`src/rtl/tile_fill_sched.sv`:
```
// Frame-level tile sequencer: walks the frame in raster tile order, launching fills and handing tiles to the consumer.
// Optional abort input is enabled by defining TILE_FILL_SCHED_ABORT_EN.
module tile_fill_sched #(
    parameter int IM_WIDTH    = 640,
    parameter int IM_HEIGHT   = 480,
    parameter int ADDR_SIZE_W = 5,
    parameter int ADDR_SIZE_H = 5,
    parameter int TILE_W      = 16,
    parameter int TILE_H      = 16
) (
    input  logic                   clk,
    input  logic                   nRST,
    input  logic                   start,
`ifdef TILE_FILL_SCHED_ABORT_EN
    input  logic                   abort,
`endif
    input  logic [31:0]            im_addr_I,
    output logic                   go,
    output logic [9:0]             pixel_c_O,
    output logic [9:0]             pixel_l_O,
    output logic [ADDR_SIZE_W:0]   cache_w_O,
    output logic [ADDR_SIZE_H:0]   cache_h_O,
    output logic [31:0]            im_addr_O,
    input  logic                   fill_done,
    output logic                   tile_valid,
    input  logic                   tile_done,
    output logic                   busy,
    output logic                   frame_done
);

    typedef enum logic [2:0] {
        S_IDLE    = 3'd0,
        S_LAUNCH  = 3'd1,
        S_FILL    = 3'd2,
        S_PROCESS = 3'd3,
        S_NEXT    = 3'd4,
        S_DONE    = 3'd5
    } state_t;

    localparam logic [10:0]          IMW11 = 11'(IM_WIDTH);
    localparam logic [10:0]          IMH11 = 11'(IM_HEIGHT);
    localparam logic [10:0]          TW11  = 11'(TILE_W);
    localparam logic [10:0]          TH11  = 11'(TILE_H);
    localparam logic [ADDR_SIZE_W:0] TW    = (ADDR_SIZE_W+1)'(TILE_W);
    localparam logic [ADDR_SIZE_H:0] TH    = (ADDR_SIZE_H+1)'(TILE_H);

    state_t                 state_q, state_d;
    logic [9:0]             col_q, col_d;
    logic [9:0]             line_q, line_d;
    logic [ADDR_SIZE_W:0]   w_q, w_d;
    logic [ADDR_SIZE_H:0]   h_q, h_d;
    logic [31:0]            addr_q, addr_d;
    logic                   upd;
    logic [10:0]            col_nx, line_nx;
    logic                   abort_now;
    logic                   abort_q, abort_d;

    // 11-bit remainder cannot wrap because col/line always stay below the image size
    function automatic logic [ADDR_SIZE_W:0] clip_w(input logic [9:0] c);
        logic [10:0] rem;
        rem = IMW11 - {1'b0, c};
        if (rem < TW11) return rem[ADDR_SIZE_W:0];
        return TW;
    endfunction

    function automatic logic [ADDR_SIZE_H:0] clip_h(input logic [9:0] l);
        logic [10:0] rem;
        rem = IMH11 - {1'b0, l};
        if (rem < TH11) return rem[ADDR_SIZE_H:0];
        return TH;
    endfunction

`ifdef TILE_FILL_SCHED_ABORT_EN
    assign abort_now = abort;
`else
    assign abort_now = 1'b0;
`endif

    assign col_nx  = {1'b0, col_q} + TW11;
    assign line_nx = {1'b0, line_q} + TH11;

    always_comb begin
        state_d = state_q;
        col_d   = col_q;
        line_d  = line_q;
        addr_d  = addr_q;
        abort_d = abort_q;
        upd     = 1'b0;
        w_d     = w_q;
        h_d     = h_q;
        case (state_q)
            S_IDLE: begin
                abort_d = 1'b0;
                if (start) begin
                    state_d = S_LAUNCH;
                    addr_d  = im_addr_I;
                    col_d   = '0;
                    line_d  = '0;
                    upd     = 1'b1;
                end
            end
            S_LAUNCH: begin
                if (abort_now) abort_d = 1'b1;
                state_d = S_FILL;
            end
            S_FILL: begin
                if (abort_now) abort_d = 1'b1;
                // the filler cannot be stopped, so an abort only takes effect once it reports done
                if (fill_done) state_d = (abort_q || abort_now) ? S_IDLE : S_PROCESS;
            end
            S_PROCESS: begin
                if (abort_now)      state_d = S_IDLE;
                else if (tile_done) state_d = S_NEXT;
            end
            S_NEXT: begin
                if (abort_now) begin
                    state_d = S_IDLE;
                end else if (col_nx < IMW11) begin
                    col_d   = col_nx[9:0];
                    upd     = 1'b1;
                    state_d = S_LAUNCH;
                end else if (line_nx < IMH11) begin
                    col_d   = '0;
                    line_d  = line_nx[9:0];
                    upd     = 1'b1;
                    state_d = S_LAUNCH;
                end else begin
                    state_d = S_DONE;
                end
            end
            S_DONE:  state_d = S_IDLE;
            default: state_d = S_IDLE;
        endcase
        if (upd) begin
            w_d = clip_w(col_d);
            h_d = clip_h(line_d);
        end
    end

    always_ff @(posedge clk or negedge nRST) begin
        if (!nRST) begin
            state_q <= S_IDLE;
            col_q   <= '0;
            line_q  <= '0;
            w_q     <= '0;
            h_q     <= '0;
            addr_q  <= '0;
            abort_q <= 1'b0;
        end else begin
            state_q <= state_d;
            col_q   <= col_d;
            line_q  <= line_d;
            w_q     <= w_d;
            h_q     <= h_d;
            addr_q  <= addr_d;
            abort_q <= abort_d;
        end
    end

    assign go         = (state_q == S_LAUNCH);
    assign tile_valid = (state_q == S_PROCESS);
    assign frame_done = (state_q == S_DONE);
    assign busy       = (state_q != S_IDLE);
    assign pixel_c_O  = col_q;
    assign pixel_l_O  = line_q;
    assign cache_w_O  = w_q;
    assign cache_h_O  = h_q;
    assign im_addr_O  = addr_q;

endmodule

```
`config.mk`:
```
export PLATFORM = sky130hd
export DESIGN_NAME = tile_fill_sched
export DESIGN_NICKNAME = d
export VERILOG_FILES = /design/src/rtl/tile_fill_sched.sv
export SDC_FILE = /design/constraint.sdc
export NUM_CORES = 1
export LEC_CHECK = 0
export CAP_MARGIN = 20
export CORE_MARGIN = 2
export CORE_UTILIZATION = 48
export CTS_BUF_LIST = sky130_fd_sc_hd__clkbuf_2 sky130_fd_sc_hd__clkbuf_4 sky130_fd_sc_hd__clkbuf_8
export CTS_CLUSTER_SIZE = 40
export DETAILED_ROUTE_END_ITERATION = 16
export PLACE_DENSITY_LB_ADDON = 0.1
export SETUP_SLACK_MARGIN = 0.15
export SLEW_MARGIN = 15
export SYNTH_ARGS = -nofsm -noshare
export SYNTH_HDL_FRONTEND = slang
export SYNTH_SLANG_ARGS = --single-unit
```
`constraint.sdc`:
```
create_clock -name clk -period 4.2 [get_ports clk]
set_clock_uncertainty 0.05 [all_clocks]
set_input_delay 0.84 -clock clk [delete_from_list [all_inputs] [get_ports clk]]
set_output_delay 0.84 -clock clk [all_outputs]
set_load 0.005 [all_outputs]
```
==> flow_metrics.env <==
export IMPL_cp_arrival_ns=3.73
export IMPL_yosysWarnings=0
export IMPL_setup_tns_final_ns=0
export IMPL_ios=105
export IMPL_ys_seq_elements=67
export IMPL_slew_violations=0
export IMPL_clockBufferDepth=2
export IMPL_die_area_mm2=0.007758
export IMPL_vdd_drop_max_mv=0.3133
export IMPL_cts_max_level=3
export IMPL_cap_violations=0
export IMPL_fin_crit_sh_pct=84.40
export IMPL_vias_per_cell=5.370
export IMPL_cpPeakStageDelay_ns=0.64
export IMPL_use_met1_pct=33.47
export IMPL_gp_congestion=0.9294
export IMPL_grt_antenna_before_repair=0
export IMPL_drc=0
export IMPL_cts_buffers=9
export IMPL_holdBufCountCts=0
export IMPL_antenna_cells=0
export IMPL_grt_util_met2_pct=35.61
export IMPL_async_flop_share_pct=100.0
export IMPL_insertion_delay_ns=0.34
export IMPL_root_buffer="clkbuf_8"
export IMPL_post_cts_buffers=0
export IMPL_hold_path_class="flop to flop"
export IMPL_rows=30
export IMPL_drt_iter0_markers=224
export IMPL_drtAntennaViolNets=0
export IMPL_via_count=3131
export IMPL_drt_wl_total_um=8985
export IMPL_synthFlopType="dfrtp_1"
export IMPL_path_class="flop to flop"
export IMPL_fmax_mhz=282.1
export IMPL_avgSynthCellArea_um2=8.930
export IMPL_ys_seq_area_share_pct=49.41
export IMPL_start_util_pct=49.67
export IMPL_p_leak_nw=2.202
export IMPL_dp_hpwl_um=6294
export IMPL_synth_area_mm2=0.003393
export IMPL_crit_family="compound AO/OA/AOI/OAI gates"
export IMPL_clock_sinks=67
export IMPL_yosysUniqueCellTypes=59
export IMPL_placed_area_mm2=0.004522
export IMPL_fp_dieH_um=88.08
export IMPL_synth_edff_count=0
export IMPL_grt_most_used_layer="met2"
export IMPL_grt_usage_pct=23.88
export IMPL_setup_viol=0
export IMPL_die_w_um=88.08
export IMPL_nets=524
export IMPL_cp_buffers_inverters=0
export IMPL_hold_viol_final=0
export IMPL_slowest_stage="o41ai_1"
export IMPL_netlist_instances=380
export IMPL_cp_max_fo=9
export IMPL_grt_pass1_vias=2978
export IMPL_design_area_mm2=0.004783
export IMPL_min_period_ns=3.545
export IMPL_fillers=542
export IMPL_core_area_mm2=0.006832
export IMPL_post_drt_wl_per_cell_um=15.41
export IMPL_endpoint_kind="flop"
export IMPL_clk_pin_slew_worst_paths_ns=0.07
export IMPL_p_per_area_mw_per_mm2=520.4
export IMPL_regToRegSetupSlack_ns=0.66
export IMPL_syn_nets=421
export IMPL_slew_headroom_pct=36.37
export IMPL_drive_gt1_share_pct=7.598
export IMPL_required_ns=4.39
export IMPL_firstDrtPassIters=6
export IMPL_grt_max_degree=42
export IMPL_worstSetupStartpointType="flop"
export IMPL_io_buffer_count=104
export IMPL_rsz0062_at_grt="false"
export IMPL_grt_ovfl_total=0
export IMPL_cts_tree="built"
export IMPL_gr_usage_met3_pct=6.409
export IMPL_status="completed"
export IMPL_tightestPinTransition_ns=0.9545
export IMPL_cp_cell_sequence="ha_1 > o211a_1 > o41ai_1 > a21oi_2 > nor2_1 > nand2_1 > ha_1 > o31ai_1 > xnor2_1 > a211o_1 > o31ai_1"
export IMPL_syn_to_final_growth_pct=40.97
export IMPL_cts_resized=0
export IMPL_grt_first_pass_wirelength_um=14230
Yosys cell counts (3+ instances only):
library cell / instances / share of area [%]
o31ai_1: 10 / 2.2
a21oi_1: 4 / 0.59
nand2_1: 122 / 13
and2_1: 6 / 1.1
o31a_1: 3 / 0.77
nand4_1: 5 / 0.92
o21ai_0: 7 / 1.0
inv_1: 16 / 1.8
mux2i_1: 5 / 1.5
clkbuf_1: 12 / 1.3
nor3_1: 10 / 1.5
nor2_1: 14 / 1.5
and3_1: 9 / 1.7
buf_2: 3 / 0.44
xnor2_1: 7 / 1.8
nand2b_1: 7 / 1.3
dfrtp_1: 67 / 49
or3_1: 3 / 0.55
ha_1: 4 / 1.5
nand3_1: 14 / 2.1
worst min-delay path, delay by kind of cell (launching register included):
| family | cells | cell delay (ns) |
|---|---|---|
| and+or+nand+nor | 2 | 0.11 |
| DFF | 1 | 0.34 |
per-layer routing:
metal / routed length (um) / vias up
met5: 0 / -
met4: 73 / 0
met3: 598 / 10
met2: 4094 / 105
met1: 4219 / 1496
li1: - / 1520
final timing paths:
check,end,from,depth (start not counted)
worst max-delay path,cache_w_O[3],pixel_c_O[4],11
worst min-delay path,im_addr_O[0],im_addr_O[0],2
worst max register to register,cache_w_O[3],pixel_c_O[4],11
worst min register to register,im_addr_O[0],im_addr_O[0],2
max in group asynchronous,cache_h_O[5],nRST,2
min in group asynchronous,state_q[1],nRST,1
kinds of logic after synthesis:
logic type      after synthesis  synth area share, %
buf+inv                      34                3.982
compound gates               59                14.09
flops                        67                49.41
xor+xnor                      9                2.323
fa+ha+maj                     4                1.475
mux                           8                2.581
simple gates                199                26.14
area by class of cell:
type | instances | area (um^2) | share of cell area [%]
Clock buffer | 9 | 123.9 | 2.590
Clock inverter | 6 | 137.6 | 2.877
Inverter | 16 | 60.06 | 1.256
Multi-Input combinational cell | 279 | 1584 | 33.12
Sequential cell | 67 | 1677 | 35.05
Tap cell | 96 | 120.1 | 2.511
Timing Repair Buffer | 110 | 1081 | 22.60
layout by cell type, fill, tap and decap left out, drive strengths merged, types with 4 or more instances in the layout:
master | synthesis | routed
and2 | 6 | 6
mux2i | 5 | 5
clkdlybuf4s50 | 0 | 103
ha | 4 | 4
inv | 16 | 17
nand2b | 7 | 7
dfrtp | 67 | 67
xnor2 | 7 | 7
clkbuf | 12 | 9
nor2 | 14 | 14
nand2 | 122 | 122
nor3 | 10 | 10
bufinv | 0 | 4
a31oi | 4 | 4
nand3 | 15 | 15
and3 | 9 | 9
o21ai | 8 | 8
nand4 | 5 | 5
o31ai | 10 | 10
a21oi | 5 | 5
buf | 6 | 7
report_power, final:
group | internal [W] | switching (W) | leakage [nW]
logic | 0.000456 | 0.000383 | 1.20
clock network | 0.000454 | 0.000254 | 0.130
registers | 0.000819 | 0.000123 | 0.871
sequential cells by signal, indices dropped and copies added (netlist names):
| signal | count |
|---|---|
| pixel_c_O | 10 |
| pixel_l_O | 10 |
| cache_w_O | 6 |
| state_q | 3 |
| im_addr_O | 32 |
| cache_h_O | 6 |
stage by stage:
step | cells | power [W] | setup WS, ns | hold WS, ns | utilization, %
final | 583 | 0.002489 | 0.6550 | 0.4249 | 70.02
after global routing | 583 | 0.002649 | 0.4375 | 0.4499 | 70.02
after CTS | 583 | 0.002511 | 0.6606 | 0.4287 | 70.02
after detailed placement | 568 | 0.001801 | 0.5686 | 0.4112 | 66.19
after global placement | 568 | 0.001772 | 0.6608 | 0.4067 | 66.19
after floorplan | 380 | 0.001295 | 0.7698 | 0.4197 | -
No activity file was read; power rests on OpenSTA's default activity.
